## src/rtl/game_sequencer_pkg.sv

```systemverilog
// Shared game-flow definitions: phase and result encodings, defaults,
// and the constant-width helpers used by the sequencer and draw logic.
package game_sequencer_pkg;

   typedef enum logic [2:0] {
      ST_IDLE  = 3'd0,
      ST_LOAD  = 3'd1,
      ST_SERVE = 3'd2,
      ST_PLAY  = 3'd3,
      ST_LOST  = 3'd4,
      ST_CLEAR = 3'd5,
      ST_OVER  = 3'd6,
      ST_WIN   = 3'd7
   } state_e;

   typedef enum logic [1:0] {
      RES_NONE = 2'b00,
      RES_WIN  = 2'b01,
      RES_LOSE = 2'b10
   } result_e;

   localparam int DEF_INIT_HP       = 3;
   localparam int DEF_HP_W          = 6;
   localparam int DEF_LEVEL_NUM     = 4;
   localparam int DEF_SERVE_FRAMES  = 60;
   localparam int DEF_BANNER_FRAMES = 120;

   function automatic int clog2(input int v);
      int r;
      r = 0;
      for (int i = 0; i < 31; i++)
         if ((1 << i) < v) r = i + 1;
      return r;
   endfunction

   function automatic int max_int(input int a, input int b);
      return (a > b) ? a : b;
   endfunction

endpackage

```

## src/rtl/game_sequencer_if.sv

```systemverilog
// Game-flow bundle: control inputs from buttons/datapath toward the
// sequencer and the phase/score outputs back to the game datapath.
interface game_sequencer_if #(
   parameter int LEVEL_W = 2,
   parameter int HP_W    = 6
);
   logic               frame_tick;
   logic               start;
   logic               level_ready;
   logic               ball_lost;
   logic               all_cleared;
   logic [2:0]         state;
   logic               run;
   logic               serve;
   logic               load_level;
   logic [LEVEL_W-1:0] level;
   logic [HP_W-1:0]    hp;
   logic [1:0]         result;

   modport master (
      output frame_tick, start, level_ready, ball_lost, all_cleared,
      input  state, run, serve, load_level, level, hp, result
   );

   modport slave (
      input  frame_tick, start, level_ready, ball_lost, all_cleared,
      output state, run, serve, load_level, level, hp, result
   );
endinterface

```

## src/rtl/game_sequencer_frame_timer.sv

```systemverilog
// Frame-tick counter with synchronous clear and a terminal-count flag;
// the limit switches between the serve wait and the banner hold.
module game_sequencer_frame_timer #(
   parameter int SERVE_FRAMES  = 60,
   parameter int BANNER_FRAMES = 120,
   parameter int CNT_W         = 7
) (
   input  logic clock,
   input  logic reset,
   input  logic tick,
   input  logic clr,
   input  logic sel_banner,
   output logic done
);
   localparam logic [CNT_W-1:0] SERVE_LIM  = CNT_W'(SERVE_FRAMES);
   localparam logic [CNT_W-1:0] BANNER_LIM = CNT_W'(BANNER_FRAMES);

   logic [CNT_W-1:0] cnt_d, cnt_q;
   logic [CNT_W-1:0] limit;

   assign limit = sel_banner ? BANNER_LIM : SERVE_LIM;
   assign done  = (cnt_q == limit);

   // Holding at the limit keeps done stable until the phase is left.
   always_comb begin
      cnt_d = cnt_q;
      if (clr)
         cnt_d = '0;
      else if (tick && !done)
         cnt_d = cnt_q + 1'b1;
   end

   always_ff @(posedge clock or negedge reset) begin
      if (!reset) cnt_q <= '0;
      else        cnt_q <= cnt_d;
   end
endmodule

```

## src/rtl/game_sequencer.sv

```systemverilog
// Arkanoid game-flow controller: attract, load, serve, play, banners
// and end-of-game, owning hit points, level index and win/lose result.
module game_sequencer
   import game_sequencer_pkg::*;
#(
   parameter int INIT_HP       = DEF_INIT_HP,
   parameter int HP_W          = DEF_HP_W,
   parameter int LEVEL_NUM     = DEF_LEVEL_NUM,
   parameter int SERVE_FRAMES  = DEF_SERVE_FRAMES,
   parameter int BANNER_FRAMES = DEF_BANNER_FRAMES
) (
   input  logic           clock,
   input  logic           reset,
   game_sequencer_if.slave bus
);
   localparam int LEVEL_W = (LEVEL_NUM > 1) ? clog2(LEVEL_NUM) : 1;
   localparam int CNT_W   =
      clog2(max_int(SERVE_FRAMES, BANNER_FRAMES) + 1);
   localparam logic [LEVEL_W-1:0] LAST_LEVEL = LEVEL_W'(LEVEL_NUM - 1);
   localparam logic [HP_W-1:0]    HP_START   = HP_W'(INIT_HP);

   state_e             state_d, state_q;
   result_e            result_d, result_q;
   logic [HP_W-1:0]    hp_d, hp_q;
   logic [LEVEL_W-1:0] level_d, level_q;
   logic               run_d, run_q;
   logic               serve_d, serve_q;
   logic               load_level_d, load_level_q;
   logic               entry;
   logic               sel_banner;
   logic               done;

   assign sel_banner = (state_q == ST_LOST) || (state_q == ST_CLEAR);

   game_sequencer_frame_timer #(
      .SERVE_FRAMES  (SERVE_FRAMES),
      .BANNER_FRAMES (BANNER_FRAMES),
      .CNT_W         (CNT_W)
   ) u_timer (
      .clock      (clock),
      .reset      (reset),
      .tick       (bus.frame_tick),
      .clr        (entry),
      .sel_banner (sel_banner),
      .done       (done)
   );

   always_comb begin
      state_d  = state_q;
      hp_d     = hp_q;
      level_d  = level_q;
      result_d = result_q;
      unique case (state_q)
         ST_IDLE:
            if (bus.start) begin
               state_d  = ST_LOAD;
               hp_d     = HP_START;
               level_d  = '0;
               result_d = RES_NONE;
            end
         // Ready is ignored while the load request is still in flight.
         ST_LOAD:
            if (bus.level_ready && !load_level_q) state_d = ST_SERVE;
         ST_SERVE:
            if (bus.start || done) state_d = ST_PLAY;
         ST_PLAY:
            if (bus.all_cleared) begin
               state_d = ST_CLEAR;
            end else if (bus.ball_lost) begin
               state_d = ST_LOST;
               hp_d    = (hp_q == '0) ? '0 : hp_q - 1'b1;
            end
         ST_LOST:
            if (hp_q == '0) begin
               state_d  = ST_OVER;
               result_d = RES_LOSE;
            end else if (done) begin
               state_d = ST_SERVE;
            end
         ST_CLEAR:
            if (done) begin
               if (level_q == LAST_LEVEL) begin
                  state_d  = ST_WIN;
                  result_d = RES_WIN;
               end else begin
                  state_d = ST_LOAD;
                  level_d = level_q + 1'b1;
               end
            end
         ST_OVER, ST_WIN:
            if (bus.start) state_d = ST_IDLE;
      endcase
      entry        = (state_d != state_q);
      run_d        = (state_d == ST_SERVE) || (state_d == ST_PLAY);
      serve_d      = (state_q == ST_SERVE) && (state_d == ST_PLAY);
      load_level_d = entry && (state_d == ST_LOAD);
   end

   always_ff @(posedge clock or negedge reset) begin
      if (!reset) begin
         state_q      <= ST_IDLE;
         result_q     <= RES_NONE;
         hp_q         <= '0;
         level_q      <= '0;
         run_q        <= 1'b0;
         serve_q      <= 1'b0;
         load_level_q <= 1'b0;
      end else begin
         state_q      <= state_d;
         result_q     <= result_d;
         hp_q         <= hp_d;
         level_q      <= level_d;
         run_q        <= run_d;
         serve_q      <= serve_d;
         load_level_q <= load_level_d;
      end
   end

   assign bus.state      = state_q;
   assign bus.result     = result_q;
   assign bus.hp         = hp_q;
   assign bus.level      = level_q;
   assign bus.run        = run_q;
   assign bus.serve      = serve_q;
   assign bus.load_level = load_level_q;
endmodule

```

## src/flat_wrapper.sv

```systemverilog
// flat-port wrapper written by rule: the top's interface ports become plain ports
module game_sequencer_flat import game_sequencer_pkg::*;
#(
   parameter int INIT_HP       = DEF_INIT_HP,
   parameter int HP_W          = DEF_HP_W,
   parameter int LEVEL_NUM     = DEF_LEVEL_NUM,
   parameter int SERVE_FRAMES  = DEF_SERVE_FRAMES,
   parameter int BANNER_FRAMES = DEF_BANNER_FRAMES
)
  (clock, reset, bus_frame_tick, bus_start, bus_level_ready, bus_ball_lost, bus_all_cleared, bus_state, bus_run, bus_serve, bus_load_level, bus_level, bus_hp, bus_result);
  game_sequencer_if #(.LEVEL_W((2)), .HP_W(HP_W)) bus_i ();
  input  logic clock;
  input  logic reset;
  input wire logic [$bits(bus_i.frame_tick)-1:0] bus_frame_tick;
  input wire logic [$bits(bus_i.start)-1:0] bus_start;
  input wire logic [$bits(bus_i.level_ready)-1:0] bus_level_ready;
  input wire logic [$bits(bus_i.ball_lost)-1:0] bus_ball_lost;
  input wire logic [$bits(bus_i.all_cleared)-1:0] bus_all_cleared;
  output wire logic [$bits(bus_i.state)-1:0] bus_state;
  output wire logic [$bits(bus_i.run)-1:0] bus_run;
  output wire logic [$bits(bus_i.serve)-1:0] bus_serve;
  output wire logic [$bits(bus_i.load_level)-1:0] bus_load_level;
  output wire logic [$bits(bus_i.level)-1:0] bus_level;
  output wire logic [$bits(bus_i.hp)-1:0] bus_hp;
  output wire logic [$bits(bus_i.result)-1:0] bus_result;
  assign bus_i.frame_tick = bus_frame_tick;
  assign bus_i.start = bus_start;
  assign bus_i.level_ready = bus_level_ready;
  assign bus_i.ball_lost = bus_ball_lost;
  assign bus_i.all_cleared = bus_all_cleared;
  assign bus_state = bus_i.state;
  assign bus_run = bus_i.run;
  assign bus_serve = bus_i.serve;
  assign bus_load_level = bus_i.load_level;
  assign bus_level = bus_i.level;
  assign bus_hp = bus_i.hp;
  assign bus_result = bus_i.result;
  game_sequencer #(.INIT_HP(INIT_HP), .HP_W(HP_W), .LEVEL_NUM(LEVEL_NUM), .SERVE_FRAMES(SERVE_FRAMES), .BANNER_FRAMES(BANNER_FRAMES)) u_core (.clock(clock), .reset(reset), .bus(bus_i));
endmodule
```

## config.mk

```make
export PLATFORM = sky130hd
export DESIGN_NAME = game_sequencer_flat
export DESIGN_NICKNAME = d
export VERILOG_FILES = /design/src/rtl/game_sequencer_pkg.sv /design/src/rtl/game_sequencer_if.sv /design/src/rtl/game_sequencer_frame_timer.sv /design/src/rtl/game_sequencer.sv /design/src/flat_wrapper.sv
export SDC_FILE = /design/constraint.sdc
export NUM_CORES = 1
export LEC_CHECK = 0
export CORE_ASPECT_RATIO = 1.2
export CORE_MARGIN = 2
export CORE_UTILIZATION = 53
export CTS_CLUSTER_SIZE = 40
export DETAILED_ROUTE_END_ITERATION = 8
export PLACE_DENSITY = 0.83
export REMOVE_ABC_BUFFERS = 1
export SYNTH_ARGS = -nofsm -noshare
export SYNTH_HDL_FRONTEND = slang
export SYNTH_SLANG_ARGS = --single-unit
```

## constraint.sdc

```tcl
create_clock -name clock -period 5.66 [get_ports clock]
set_clock_uncertainty 0.05 [all_clocks]
set_input_delay 0.566 -clock clock [delete_from_list [all_inputs] [get_ports clock]]
set_output_delay 0.566 -clock clock [all_outputs]
set_load 0.005 [all_outputs]
```

# Yosys cells after proc, flatten, opt, wreduce, memory -nomap -nowiden
# Cells that the tools add are included.
# Widths: inputs -> output; s select.
[op_classes]
n_eq_ne = 20
n_addsub = 3
reduce_logical = 19
muxes = 27
[op_table]
columns = ["op", "n"]
rows = [
  ["$mux 3", 10],
  ["$mux 6", 4],
  ["$mux 7", 3],
  ["$pmux 3 s7", 1],
  ["$eq 3x2->1 const B", 4],
  ["$eq 3x3->1 const B", 4],
  ["$mux 2", 6],
  ["$ne 2x2->1 const B", 6],
  ["$pmux 6 s2", 1],
  ["$reduce_and 4->1", 2],
  ["$add 7x1->7 const B", 1],
  ["$eq 7x7->1", 1],
  ["$eq 3x1->1 const B", 2],
  ["$logic_not 6->1", 1],
  ["$pmux 2 s3", 1],
  ["$reduce_bool 2->1", 3],
  ["$sub 6x1->6 const B", 1],
  ["$reduce_and 5->1", 1],
  ["$logic_and 1x1->1", 4],
  ["$pmux 2 s2", 1],
  ["$logic_not 3->1", 1],
  ["$logic_or 1x1->1", 3],
  ["$ne 3x3->1", 1],
  ["$reduce_bool 3->1", 1],
  ["5 further kinds", 6],
]
[word_totals]
register_bits = 23
out_inout_bits = 16
in_bits = 7
word_cells = 77

# Longest topological paths before layout
# Gate-level depths: netlist of run 1.
[logic_depth]
ltp_word = 9
ltp_mapped = 8
mapped_depth_nobuf = 8

# Cells and area by module
# From an unflattened synthesis of run 1, not the netlist that was laid out.
[unflattened]
cells_unflattened = 155
area_unflattened_um2 = 1495.2
[by_module_without_submodules]
columns = ["mod", "n_inst", "area_each_um2", "seq_area_each_um2", "cells_per_inst"]
rows = [
  ["game_sequencer", 1, 1056.0, 400.4, 107],
  ["game_sequencer_frame_timer", 1, 439.2, 175.2, 48],
]

# Least setup slack after synthesis of run 1
# No wires, ideal clock.
[synth_timing]
kind = "register to register"
start = "reg, netlist name u_core.bus.hp[0]"
end = "reg u_core.level_q[0] (netlist: u_core.bus.level[0])"
arrival_time_ps = 2039
path_buffers = 0
setup_time_ps = 125
slack_ps = 3446
t_required_ps = 5485
path_stages_with_launch = 9
period_less_slack_ps = 2214
path_cell_list = "dfrtp_1 > inv_1 > ha_1 > nor3b_1 > a211oi_2 > a21o_1 > o21ai_1 > or4_4 > mux2_4"
[synth_lines]
columns = ["element", "line", "text"]
rows = [
  ["end signal, assigned", "game_sequencer.sv:112", "level_q <= level_d;"],
  ["end, declared", "game_sequencer.sv:25", "logic [LEVEL_W-1:0] level_d, level_q;"],
]

# Worst setup path in the final report of run 1
[layout_timing]
start = "reg u_core.state_q[2] (netlist: u_core.bus.state[2])"
end = "reg u_core.level_q[0] (netlist: u_core.bus.level[0])"
[layout_via]
elab_chain_len = 6
word_cells_on_any_way = 12
classes_between = "eq/ne (6); mux (2); reduce/logical (4)"
[layout_lines]
columns = ["element", "line", "text"]
rows = [
  ["start, declared", "game_sequencer.sv:22", "state_e state_d, state_q;"],
  ["start signal, assigned", "game_sequencer.sv:109", "state_q <= state_d;"],
  ["$eq 3x3->1, on equally long branches", "game_sequencer.sv:33, game_sequencer.sv:53", ""],
  ["$logic_or 1x1->1", "game_sequencer.sv:33", "assign sel_banner = (state_q == ST_LOST) || (state_q == ST_CLEAR);"],
  ["$mux 7", "game_sequencer_frame_timer.sv:21", "assign limit = sel_banner ? BANNER_LIM : SERVE_LIM;"],
  ["$eq 7x7->1", "game_sequencer_frame_timer.sv:22", "assign done = (cnt_q == limit);"],
  ["$ne 2x1->1 (no line)", "-", ""],
  ["$reduce_and 4->1 (no line)", "-", ""],
]
# Parallel ways exist; a longest one is shown, timed or not.
# A chain may end at the register's enable or synchronous reset.

==> summary.md, run 1 <==
| Metric | Value |
|---|---|
| Slew margin rel. | `31.9%` |
| Most used flip-flop cell after synthesis | `dfrtp_1` |
| Ports | `23` |
| Syn avg cell area | `9.27 um^2` |
| Mapped Cells | `150` |
| CP delay by family, top | `simple AND/OR/NAND/NOR gates` |
| # setup viols final | `0` |
| Crit. End Element | `flip-flop` |
| Die W | `50.8 um` |
| Starting Density | `55.5%` |
| Hpwl dp | `2250 um` |
| Row Count | `20` |
| Post-synthesis cell type count | `42` |
| Arr. time, crit path | `2.70 ns` |
| Fin crit period | `2.53 ns` |
| Power Density | `466 nW/um^2` |
| Worst vdd ir | `317 uV` |
| Leakage | `0.703 nW` |
| Most frequent cells in the layout | `dfrtp_1, clkdlybuf4s50_1, nor2_1, nand2_1` |
| Hold buffers post-CTS | `0` |
| Worst Path Buf+Inv | `0` |
| Number of synthesized flops with an enable pin | `0` |
| DR iter-0 viols | `17` |
| Sum Neg Setup Slack | `0 ns` |
| Synth-to-layout area growth | `18.5%` |
| Via Count | `1186` |
| Status | `finished, final reports clean` |
| Vias in the first global route | `1164` |
| Core footprint | `2500 um^2` |
| Critical path's slowest cell | `dfrtp_1` |
| DRC violations left | `0` |
| Worst slew pin tran | `1.02 ns` |
| Antenna Violating Nets Remaining | `0` |
| Top area cells in the synthesized netlist | `dfrtp_1, xnor2_1, nor2_1` |
| Pwr Total | `0.000768 W` |
| GRT Max-Usage Layer | `met2` |
| WS Path Type | `reg2reg` |
| Post-layout nets | `184` |
| Leading area contributor after synthesis | `dfrtp_1` |
| CP max FO | `20` |
| Clock buffer depth | `2` |
| Final Hold Violating Endpoints | `0` |
| Worst-case hold slack | `0.518 ns` |
| Die Ht | `60.1 um` |
| Synth Warn # | `0` |
| WL/cell | `14.7 um` |
| Root Driver | `clkbuf_4` |
| Period utilisation layout | `44.6%` |
| Largest net degree at the start of global routing | `24` |
| FFs w/ async S/R, synth | `100%` |
| Routed wire length | `3010 um` |
| H-tree depth | `1` |
| First-pass detailed-route iteration total | `4` |
| Port Buffer Count | `22` |
| Max incr delay on CP | `0.74 ns` |
| CP Launch Type | `flip-flop` |
| Fmax achieved | `396 MHz` |
| Pins Over Slew Limit | `0` |
| FILL cells | `204` |
| RSZ-0062 raised after global routing | `false` |
| CTS-repair resized insts | `0` |
| Tot GR Track Use | `22.8%` |
| CTS clock-pin slew for the worst setup and hold paths | `0.13 ns` |
| # Max-Cap Violations | `0` |
| Global-route wire length before repair | `5110 um` |
| Clock Latency Late Sink | `0.32 ns` |
| Reg2Reg Setup Slack | `3.13 ns` |
| Critical-path cell list | `nor4b_2 > a211oi_2 > o21ai_2 > nor2_1 > or4_4 > mux2_4` |
| CTS Buf Count | `3` |
| Synth top area share | `41.4%` |
| Clock Sinks | `23` |
| Met3 Track Usage GR | `3.50%` |
| Share of cells above drive strength 1 | `8.14%` |
| GR Util met2 | `42.1%` |
| Postcts setup bufs | `0` |
| Most common cell after layout, fill and taps aside | `dfrtp_1` |
| CTS tree | `yes` |
| Register area share after synthesis | `41.4%` |
| Vias/cell | `5.79` |
| Hold Crit Class | `reg2reg` |
| Ant diodes | `0` |
| Antenna violations before repair | `0` |
| Met1 Resource Use GR | `25.5%` |
| CP required | `5.84 ns` |
| Gr ovfl total | `0` |
| Mapped cell area | `1390 um^2` |
| RD Place Congestion | `0.823` |
| Synthesis-stage register bit count | `23` |
| DIE AREA | `3050 um^2` |
## layout make-up
| cell class | instances | area [um^2] | share of cell area, % |
|---|---|---|---|
| clock inverters | 1 | 5.00 | 0.304 |
| multi-input cells | 113 | 746 | 45.3 |
| well taps | 33 | 41.3 | 2.51 |
| clock buffers | 3 | 22.5 | 1.37 |
| flip-flops and latches | 23 | 576 | 34.9 |
| repair buffers | 22 | 220 | 13.4 |
| inverters | 10 | 37.5 | 2.28 |
## per-stage QoR
stage	cell area (um^2)	worst slack, ns	util [%]	std cells
finish	1650	3.13	65.9	205
detailed placement	1620	2.92	64.8	201
CTS	1650	3.12	65.9	205
global placement	1620	2.97	64.8	201
global route	1650	2.99	65.9	205
floorplan	1360	3.44	-	146
## cells by family after synthesis
logic type,after synthesis,synth area share [%]
AO/OA/AOI/OAI,35,16.9
XOR/XNOR,10,6.30
adder cells (fa/ha/maj),4,3.60
buffers and inverters,14,4.95
flip-flops,23,41.4
multiplexers,2,1.80
AND/OR/NAND/NOR,62,25.0
## cells in the mapped netlist (3+ instances only)
library cell	number
o21ai_1	3
a21oi_1	8
o21ai_0	10
ha_1	4
nor2_1	18
nor3_1	8
nand3_1	3
nand2_1	13
xnor2_1	8
dfrtp_1	23
inv_1	10
## registers in the layout (all words and copies together), names as in the netlist
name	cells
u_core.bus.hp	6
u_core.bus.load_level	1
u_core.bus.serve	1
u_core.bus.level	2
u_core.bus.state	3
u_core.bus.result	2
u_core.bus.run	1
u_core.u_timer.cnt_q	7
## worst reg2reg max path: cells and delay by family, from the launching register on
kind | cells | cell delay [ns]
AND/OR/NAND/NOR | 3 | 0.87
multiplexers | 1 | 0.27
flip-flops | 1 | 0.74
AO/OA/AOI/OAI | 2 | 0.51
## layer usage
layer | wire length, um | part of all wire [%]
met5 | 0 | 0
met1 | 1210 | 40
met4 | 56 | 1.9
met3 | 109 | 3.6
met2 | 1640 | 54
## report_power, final
part / internal [W] / switching [W]
logic: 0.000198 / 0.000190
registers: 0.000213 / 0.0000887
clock network: 0.0000266 / 0.0000520
total: 0.000437 / 0.000331
## final timing paths
path	from	to	depth (start not counted)
max	u_core.bus.state[2]	u_core.bus.level[0]	6
min	u_core.bus.result[0]	u_core.bus.result[0]	2
max reg2reg	u_core.bus.state[2]	u_core.bus.level[0]	6
min reg2reg	u_core.bus.result[0]	u_core.bus.result[0]	2
max in group asynchronous	reset	u_core.bus.level[1]	1
min in group asynchronous	reset	u_core.bus.result[1]	1
No activity file was read; power rests on OpenSTA's default activity.
==> run 2, diff against run 1 <==
--- a/config.mk
+++ b/config.mk
@@ -7,10 +7,10 @@
 export LEC_CHECK = 0
 export CORE_ASPECT_RATIO = 1.2
 export CORE_MARGIN = 2
-export CORE_UTILIZATION = 53
+export CORE_UTILIZATION = 52
 export CTS_CLUSTER_SIZE = 40
 export DETAILED_ROUTE_END_ITERATION = 8
-export PLACE_DENSITY = 0.83
+export PLACE_DENSITY = 0.82
 export REMOVE_ABC_BUFFERS = 1
 export SYNTH_ARGS = -nofsm -noshare
 export SYNTH_HDL_FRONTEND = slang
==> constraint.sdc (replaced) <==
create_clock -name clock -period 2.4 [get_ports clock]
set_clock_uncertainty 0.05 [all_clocks]
set_input_delay 0.24 -clock clock [delete_from_list [all_inputs] [get_ports clock]]
set_output_delay 0.24 -clock clock [all_outputs]
set_load 0.005 [all_outputs]
==> summary.md, run 2 (synthesized netlist as in run 1, its figures left out) <==
| Metric | Value |
|---|---|
| Synth-to-layout area growth | `26.3%` |
| Tot GR Track Use | `23.6% (+0.83 points)` |
| Status | `finished, final reports clean` |
| Die W | `51.2 um (+0.89%)` |
| Int Pwr | `0.00118 W (+170%)` |
| CP Launch Type | `flip-flop` |
| Post-layout nets | `198 (+7.6%)` |
| Antenna violations before repair | `0 (unchanged)` |
| Most common cell after layout, fill and taps aside | `dfrtp_1` |
| RR Endpoint | `u_core.bus.level[0]` |
| Fin crit period | `2.27 ns (-0.252 ns)` |
| Root Driver | `clkbuf_4` |
| Crit. End Element | `flip-flop` |
| Ports | `23 (unchanged)` |
| Gate power share | `57.8% (+7.3 points)` |
| Clock Latency Late Sink | `0.32 ns (about the same)` |
| Clock power share | `9.5% (-0.7 points)` |
| Fmax achieved | `440 MHz (+11%)` |
| Ant diodes | `0 (unchanged)` |
| Die Ht | `60.6 um (+0.90%)` |
| Power Density | `1140 nW/um^2 (+140%)` |
| Gr ovfl total | `0 (unchanged)` |
| H-tree depth | `1 (unchanged)` |
| CP max FO | `4 (-80%)` |
| Starting Density | `55.0% (-0.55 points)` |
| Sequential power share | `32.7% (-6.6 points)` |
| Critical-path cell list | `inv_1 > ha_1 > nor3b_1 > a211oi_2 > a21o_1 > o21ai_1 > or4_4 > mux2_4` |
| DRC violations left | `0 (unchanged)` |
| WL/cell | `14.5 um (-1.0%)` |
| RD Place Congestion | `0.887 (+7.8%)` |
| Antenna Violating Nets Remaining | `0 (unchanged)` |
| Most frequent cells in the layout | `dfrtp_1, clkdlybuf4s50_1, nor2_1, buf_4, nand2_1` |
| # setup viols final | `0 (unchanged)` |
| DR iter-0 viols | `28 (+11)` |
| Core footprint | `2530 um^2 (+1.0%)` |
| Hold Crit Class | `in2async` |
| Worst vdd ir | `680 uV (+110%)` |
| Worst slew pin tran | `0.657 ns (-0.361 ns)` |
| Hold buffers post-CTS | `0 (unchanged)` |
| Net switching power | `0.000827 W (+150%)` |
| Sw Share | `41.3% (-1.8 points)` |
| Critical path's slowest cell | `or4_4` |
| Port Buffer Count | `22 (unchanged)` |
| CTS tree | `yes` |
| First-pass detailed-route iteration total | `4 (unchanged)` |
| CTS clock-pin slew for the worst setup and hold paths | `0.14 ns (about the same)` |
| Slew margin rel. | `55.9% (+24 points)` |
| Clock Sinks | `23 (unchanged)` |
| CP required | `2.57 ns (-3.27 ns)` |
| Hpwl dp | `2460 um (+9.2%)` |
| DIE AREA | `3100 um^2 (+1.8%)` |
| FILL cells | `201 (-1.5%)` |
| Sum Neg Setup Slack | `0 ns (unchanged)` |
| Routed wire length | `3180 um (+5.7%)` |
| Global-route wire length before repair | `5520 um (+8.1%)` |
| CTS Buf Count | `3 (unchanged)` |
| Clock buffer depth | `2 (unchanged)` |
| Vias/cell | `5.69 (-1.7%)` |
| Most flops, register | `u_core.u_timer.cnt_q` |
| Via Count | `1246 (+5.1%)` |
| WS Path Type | `reg2reg` |
| Leakage | `0.771 nW (+9.7%)` |
| # Max-Cap Violations | `0 (unchanged)` |
| Worst-case reg-to-reg path depth | `8 (+2)` |
| Share of cells above drive strength 1 | `15.6% (+7.5 points)` |
| Row Count | `20 (unchanged)` |
| Final Hold Violating Endpoints | `0 (unchanged)` |
| Reg2Reg Setup Slack | `0.13 ns (-3.01 ns)` |
| Pins Over Slew Limit | `0 (unchanged)` |
| Worst-case hold slack | `0.215 ns (-0.303 ns)` |
| RSZ-0062 raised after global routing | `false` |
| Period utilisation layout | `94.7% (+50 points)` |
| Max incr delay on CP | `0.56 ns (-0.18 ns)` |
| R2R Path Start | `u_core.bus.hp[0]` |
| Largest net degree at the start of global routing | `24 (unchanged)` |
| Arr. time, crit path | `2.45 ns (-0.25 ns)` |
| Max reg flops | `7 (unchanged)` |
| Vias in the first global route | `1270 (+9.1%)` |
run 2: area by class of cell:
cell class	instances	area, um^2	share of cell area [%]
Sequential cell	23	576	32.8
Clock inverter	1	5.00	0.285
Inverter	10	37.5	2.14
Timing Repair Buffer	36	325	18.5
Tap cell	33	41.3	2.35
Multi-Input combinational cell	113	748	42.6
Clock buffer	3	22.5	1.28
run 2: worst max-delay path, delay by kind of cell (launching register included):
family | cells | cell delay, ns
adder cells (fa/ha/maj) | 1 | 0.22
multiplexers | 1 | 0.27
AND/OR/NAND/NOR | 2 | 0.71
buffers and inverters | 1 | 0.08
flip-flops | 1 | 0.41
AO/OA/AOI/OAI | 3 | 0.45
run 2: power by group through the flow:
| stage | registers (W) | logic [W] | clock network, W |
|---|---|---|---|
| after floorplan | 0.000680 | 0.000558 | 0 |
| after global placement | 0.000658 | 0.00110 | 0 |
| after detailed placement | 0.000661 | 0.00114 | 0 |
| after CTS | 0.000655 | 0.00115 | 0.000194 |
| after global routing | 0.000675 | 0.00128 | 0.000209 |
| final | 0.000656 | 0.00116 | 0.000190 |
run 2: worst max-delay path by stage:
stage	start	end	slack, ns
2_1_floorplan	u_core.bus.state[2]	u_core.bus.level[0]	0.18
3_3_place_gp	bus_start	u_core.bus.hp[5]	0.08
3_5_place_dp	bus_start	u_core.bus.hp[5]	0.04
4_1_cts	u_core.bus.hp[0]	u_core.bus.level[0]	0.11
5_1_grt	u_core.bus.hp[0]	u_core.bus.level[0]	0.02
6_report	u_core.bus.hp[0]	u_core.bus.level[0]	0.13
run 2: what timing repair did:
action / in CTS / in global routing
resized for setup: 0 / 1
endpoints found under the setup margin: 0 / 2
setup buffers: 0 / 1
run 2: routing by layer:
metal / wire length [um] / part of all wire (%) / track usage [%]
met1: 1300 / 41 / 27.4
met2: 1710 / 54 / 43.6
met3: 150 / 4.7 / 3.69
met4: 28 / 0.88 / 9.65
met5: 0 / 0 / 0
run 2: through the flow:
step,utilization [%],instances,total power [W],worst slack [ns],area (um^2)
after global routing,69.5,219,0.00217,0.0169,1760
after detailed placement,68.0,214,0.00180,0.0371,1720
after floorplan,-,146,0.00124,0.181,1360
after global placement,68.0,214,0.00176,0.0829,1720
after CTS,69.1,218,0.00200,0.105,1750
final,69.5,219,0.00200,0.127,1760
==> run 3, diff against run 2 <==
--- a/config.mk
+++ b/config.mk
@@ -11,6 +11,7 @@
 export CTS_CLUSTER_SIZE = 40
 export DETAILED_ROUTE_END_ITERATION = 8
 export PLACE_DENSITY = 0.82
+export RECOVER_POWER = 25
 export REMOVE_ABC_BUFFERS = 1
 export SYNTH_ARGS = -nofsm -noshare
 export SYNTH_HDL_FRONTEND = slang
==> summary.md, run 3 (synthesized netlist as in run 1, its figures left out) <==
| Metric | Value |
|---|---|
| Status | `finished, final reports clean` |
| Root Driver | `clkbuf_4` |
| Clock Sinks | `23 (unchanged)` |
| Hold buffers post-CTS | `0 (unchanged)` |
| Leakage | `0.767 nW (-0.44%)` |
| Hold Crit Class | `reg2reg` |
| Period utilisation layout | `94.7% (unchanged)` |
| CTS tree | `yes` |
| Most common cell after layout, fill and taps aside | `dfrtp_1` |
| CP Launch Type | `flip-flop` |
| Slew margin rel. | `15.7% (-40 points)` |
| DR iter-0 viols | `28 (unchanged)` |
| # setup viols final | `0 (unchanged)` |
| Final Hold Violating Endpoints | `0 (unchanged)` |
| Core footprint | `2530 um^2 (unchanged)` |
| FILL cells | `203 (+1.0%)` |
| Worst-case reg-to-reg path depth | `8 (unchanged)` |
| Crit. End Element | `flip-flop` |
| First-pass detailed-route iteration total | `4 (unchanged)` |
| Gr ovfl total | `0 (unchanged)` |
| Vias/cell | `5.69 (about the same)` |
| Most flops, register | `u_core.u_timer.cnt_q` |
| Share of cells above drive strength 1 | `15.1% (-0.54 points)` |
| Die W | `51.2 um (unchanged)` |
| Hold Path Cell Cnt | `1` |
| Fin crit period | `2.27 ns (unchanged)` |
| WS Path Type | `reg2reg` |
| Vias in the first global route | `1270 (unchanged)` |
| Pins Over Slew Limit | `0 (unchanged)` |
| Worst vdd ir | `680 uV (about the same)` |
| Synth-to-layout area growth | `26.0%` |
| Tot GR Track Use | `23.6% (unchanged)` |
| CTS Buf Count | `3 (unchanged)` |
| Ant diodes | `0 (unchanged)` |
| CTS clock-pin slew for the worst setup and hold paths | `0.14 ns (about the same)` |
| RD Place Congestion | `0.887 (unchanged)` |
| Via Count | `1247 (+0.080%)` |
| Arr. time, crit path | `2.45 ns (about the same)` |
| Final Util | `69.3% (-0.15 points)` |
| Most frequent cells in the layout | `dfrtp_1, clkdlybuf4s50_1, nor2_1, nand2_1, buf_4` |
| Max reg flops | `7 (unchanged)` |
| DIE AREA | `3100 um^2 (unchanged)` |
| Antenna Violating Nets Remaining | `0 (unchanged)` |
| RSZ-0062 raised after global routing | `false` |
| Largest net degree at the start of global routing | `24 (unchanged)` |
| Fmax achieved | `440 MHz (unchanged)` |
| Clock buffer depth | `2 (unchanged)` |
| CP required | `2.57 ns (about the same)` |
| DRC violations left | `0 (unchanged)` |
| CP max FO | `4 (unchanged)` |
| Worst slew pin tran | `1.26 ns (+0.607 ns)` |
| Die Ht | `60.6 um (unchanged)` |
| Port Buffer Count | `22 (unchanged)` |
| Sum Neg Setup Slack | `0 ns (unchanged)` |
| Antenna violations before repair | `0 (unchanged)` |
| Hpwl dp | `2460 um (unchanged)` |
| Global-route wire length before repair | `5520 um (unchanged)` |
| Starting Density | `55.0% (unchanged)` |
| Row Count | `20 (unchanged)` |
| # Max-Cap Violations | `0 (unchanged)` |
| Power Density | `1140 nW/um^2 (+0.15%)` |
| Post-layout nets | `198 (unchanged)` |
| H-tree depth | `1 (unchanged)` |
| WL/cell | `14.5 um (-0.16%)` |
| Routed wire length | `3180 um (-0.16%)` |
| Clock Latency Late Sink | `0.32 ns (about the same)` |
| Ports | `23 (unchanged)` |
## run 3: cell types whose count changed in the layout (fill, tap and decap cells not counted)
cell	delta
buf_4	-1
clkbuf_1	+1
clkdlybuf4s50_1	-1
dlygate4sd3_1	+1
## run 3: final timing paths
check,startpoint,slack (ns),to
setup / recovery,u_core.bus.hp[0],0.13,u_core.bus.level[0]
setup reg to reg,u_core.bus.hp[0],0.13,u_core.bus.level[0]
max in group asynchronous,reset,0.91,u_core.bus.state[2]
hold / removal,u_core.bus.level[1],0.53,u_core.bus.level[1]
min in group asynchronous,reset,0.65,u_core.bus.hp[1]
hold reg to reg,u_core.bus.level[1],0.53,u_core.bus.level[1]
## run 3: metrics by stage
stage | cells | hold WS (ns) | total power, W | area [um^2] | setup slack (ns)
detailed placement | 214 | 0.501 | 0.00180 | 1720 | 0.0371
CTS | 218 | 0.219 | 0.00200 | 1750 | 0.105
global route | 219 | 0.567 | 0.00216 | 1750 | 0.0169
floorplan | 146 | -0.106 | 0.00124 | 1360 | 0.181
global placement | 214 | 0.480 | 0.00176 | 1720 | 0.0829
finish | 219 | 0.530 | 0.00200 | 1750 | 0.127
## run 3: timing repair
action,CTS,global route
buffers inserted,0,1
gates resized for setup,0,1
endpoints found under the setup margin,0,2
## run 3: final cells by class
cell class,count,area [um^2],share of cell area (%)
clock buffers,3,22.5,1.29
inverters,10,37.5,2.14
clock inverters,1,5.00,0.286
repair buffers,36,322,18.4
flip-flops and latches,23,576,32.9
well taps,33,41.3,2.36
multi-input cells,113,748,42.7
## run 3: critical path, stage by stage, from the launching register on
cell,delay (ns)
dfrtp_1,0.41
inv_1,0.08
ha_1,0.22
nor3b_1,0.15
a211oi_2,0.26
a21o_1,0.11
o21ai_1,0.08
or4_4,0.56
mux2_4,0.27
## run 3: per-layer routing
metal	track usage (%)	part of all wire (%)	vias up
met1	27.4	41	604
met3	3.69	4.7	4
met4	9.65	0.88	0
met5	0	0	-
li1	-	-	603
met2	43.6	54	36
## run 3: power breakdown
part           total (W)  switching, W  internal [W]
clock network   0.000190      0.000128     0.0000623
logic            0.00116      0.000547      0.000610
registers       0.000656      0.000153      0.000503
==> variant: new RTL, flow settings as in run 1 <==
`DEF_BANNER_FRAMES`: 120 -> 240.
--- a/src/rtl/game_sequencer_pkg.sv
+++ b/src/rtl/game_sequencer_pkg.sv
@@ -23,7 +23,7 @@
    localparam int DEF_HP_W          = 6;
    localparam int DEF_LEVEL_NUM     = 4;
    localparam int DEF_SERVE_FRAMES  = 60;
-   localparam int DEF_BANNER_FRAMES = 120;
+   localparam int DEF_BANNER_FRAMES = 240;
 
    function automatic int clog2(input int v);
       int r;
Check against the original RTL: no difference found for any inputs over 10 cycles, from zero or initial values and one cycle with reset low; that may be too few to reach the edited logic, so the function may still have changed.
==> variant against run 1 <==
  * Design area is 3.1% higher
  * Sequential share of layout area is 0.42 points higher
  * Die area is 2.8% higher
  * Area after synthesis is 3.0% higher
  * Total power is 19% lower
  * Routed wire length is 2.5% higher
  * Setup slack worse by 0.18 ns
  * Via count is 1.4% higher
  * Hold slack worse by 0.035 ns
  * Sequential cell count is 1 higher
  * Critical path type unchanged
==> variant: results (changes against run 1) <==
Final HPWL DP - 2.25 mm (about the same)
DRT Wirelength - 3.09 mm (was 3.01 mm)
Hold path endpoint - u_core.bus.result[1] (was u_core.bus.result[0])
Net Sw Power - 253 uW (was 331 uW)
M2 GR Usage - 0.383 (was 0.421)
WL met2 - 1.60 mm (was 1.64 mm)
CP max FO - 18 (was 20)
Hold Crit Depth - 1 (was 2)
Cell family with most CP delay - multiplexers (was simple AND/OR/NAND/NOR gates)
Largest net degree at the start of global routing - 25 (was 24)
Vias in the first global route - 1134 (was 1164)
FILL cells - 226 (was 204)
Slowest cell delay on critical path - 0.68 ns (was 0.74 ns)
GR Util met3 - 0.0369 (was 0.0350)
Pre-antenna DRT Iters - 5 (was 4)
Worst-Margin Slew - 1.04 ns (was 1.02 ns)
Pleak - 0.000739 uW (was 0.000703 uW)
Maximum vdd drop - 0.190 mV (was 0.317 mV)
Fin nets - 182 (was 184)
Synth area leaders - dfrtp_1 42%, xor2_1 6.1%, nor3_1 4.2% (was dfrtp_1 41%, xnor2_1 5.0%, nor2_1 4.9%)
Initial DRC Count - 53 (was 17)
Hold_sp - u_core.bus.result[1] (was u_core.bus.result[0])
Met1 WL - 1.26 mm (was 1.21 mm)
GPL Wtd Cong - 0.849 (was 0.823)
Via Count - 1203 (was 1186)
First-pass GRT wire length - 5.12 mm (was 5.11 mm)
Fraction of layout instances using a drive strength above 1 - 0.100 (was 0.0814)
Overall Global Routing Usage - 0.224 (was 0.228)
Status - completed (unchanged)
R2R depth - 5 (was 6)
Grt met1 use - 0.268 (was 0.255)
Most numerous cell in the Yosys netlist - dfrtp_1 (unchanged)
Largest register FFs - 8 (was 7)
Clk buf depth - 2 (unchanged)
Placed Instance Area - 0.00166 sq mm (was 0.00162 sq mm)
Drt wl/cell - 15.2 um (was 14.7 um)
Top cells by count, synth - 24 x dfrtp_1, 16 x nor2_1, 12 x nor3_1 (was 23 x dfrtp_1, 18 x nor2_1, 13 x nand2_1)
[variant: cell count changes after synthesis, moves of 3 or more]
cell      change
a21oi_1       -6
and3_1        +4
nand2_1       -5
nor3_1        +4
o211ai_1      +5
o21ai_0       -6
o21ai_1       -3
xnor2_1       -7
xor2_1        +8
[variant: per-stage QoR]
step,setup slack [ns],hold slack [ns],utilization
after floorplan,3.34,0.220,-
after global placement,2.94,0.455,0.651
after detailed placement,2.90,0.451,0.651
after CTS,3.01,0.486,0.666
after global routing,2.78,0.509,0.666
final,2.95,0.483,0.666
[variant: cell families (layout without fill, tap and decap cells)]
| group | Yosys count | in the layout | share of synthesized area |
|---|---|---|---|
| AOI/OAI and AO/OA | 27 | 27 | 0.144 |
| xor gates and xnor gates | 11 | 11 | 0.0673 |
| adders and majority gates | 4 | 4 | 0.0350 |
| buffers and inverters | 15 | 35 | 0.0446 |
| DFF | 24 | 24 | 0.420 |
| muxes | 4 | 4 | 0.0323 |
| and+or+nand+nor | 65 | 65 | 0.257 |
[variant: worst register-to-register path: stages (launching register included)]
cell and delay, ns:
dfrtp_1 0.68, nor2b_1 0.54, mux2i_2 0.55, nor3_2 0.12, o211ai_1 0.30, mux2_2 0.37
[variant: power by group through the flow]
stage / logic, uW / registers, uW / clock network [uW]
after floorplan: 167 / 253 / 0
after global placement: 265 / 260 / 0
after detailed placement: 273 / 263 / 0
after CTS: 274 / 260 / 95.8
after global routing: 306 / 268 / 106
final: 273 / 260 / 92.3
[variant: area by class of cell]
type / count / area (sq um) / area share
Inverter: 9 / 33.8 / 0.0199
Multi-Input combinational cell: 111 / 767 / 0.451
Timing Repair Buffer: 22 / 220 / 0.130
Tap cell: 33 / 41.3 / 0.0243
Clock buffer: 4 / 36.3 / 0.0214
Sequential cell: 24 / 601 / 0.353
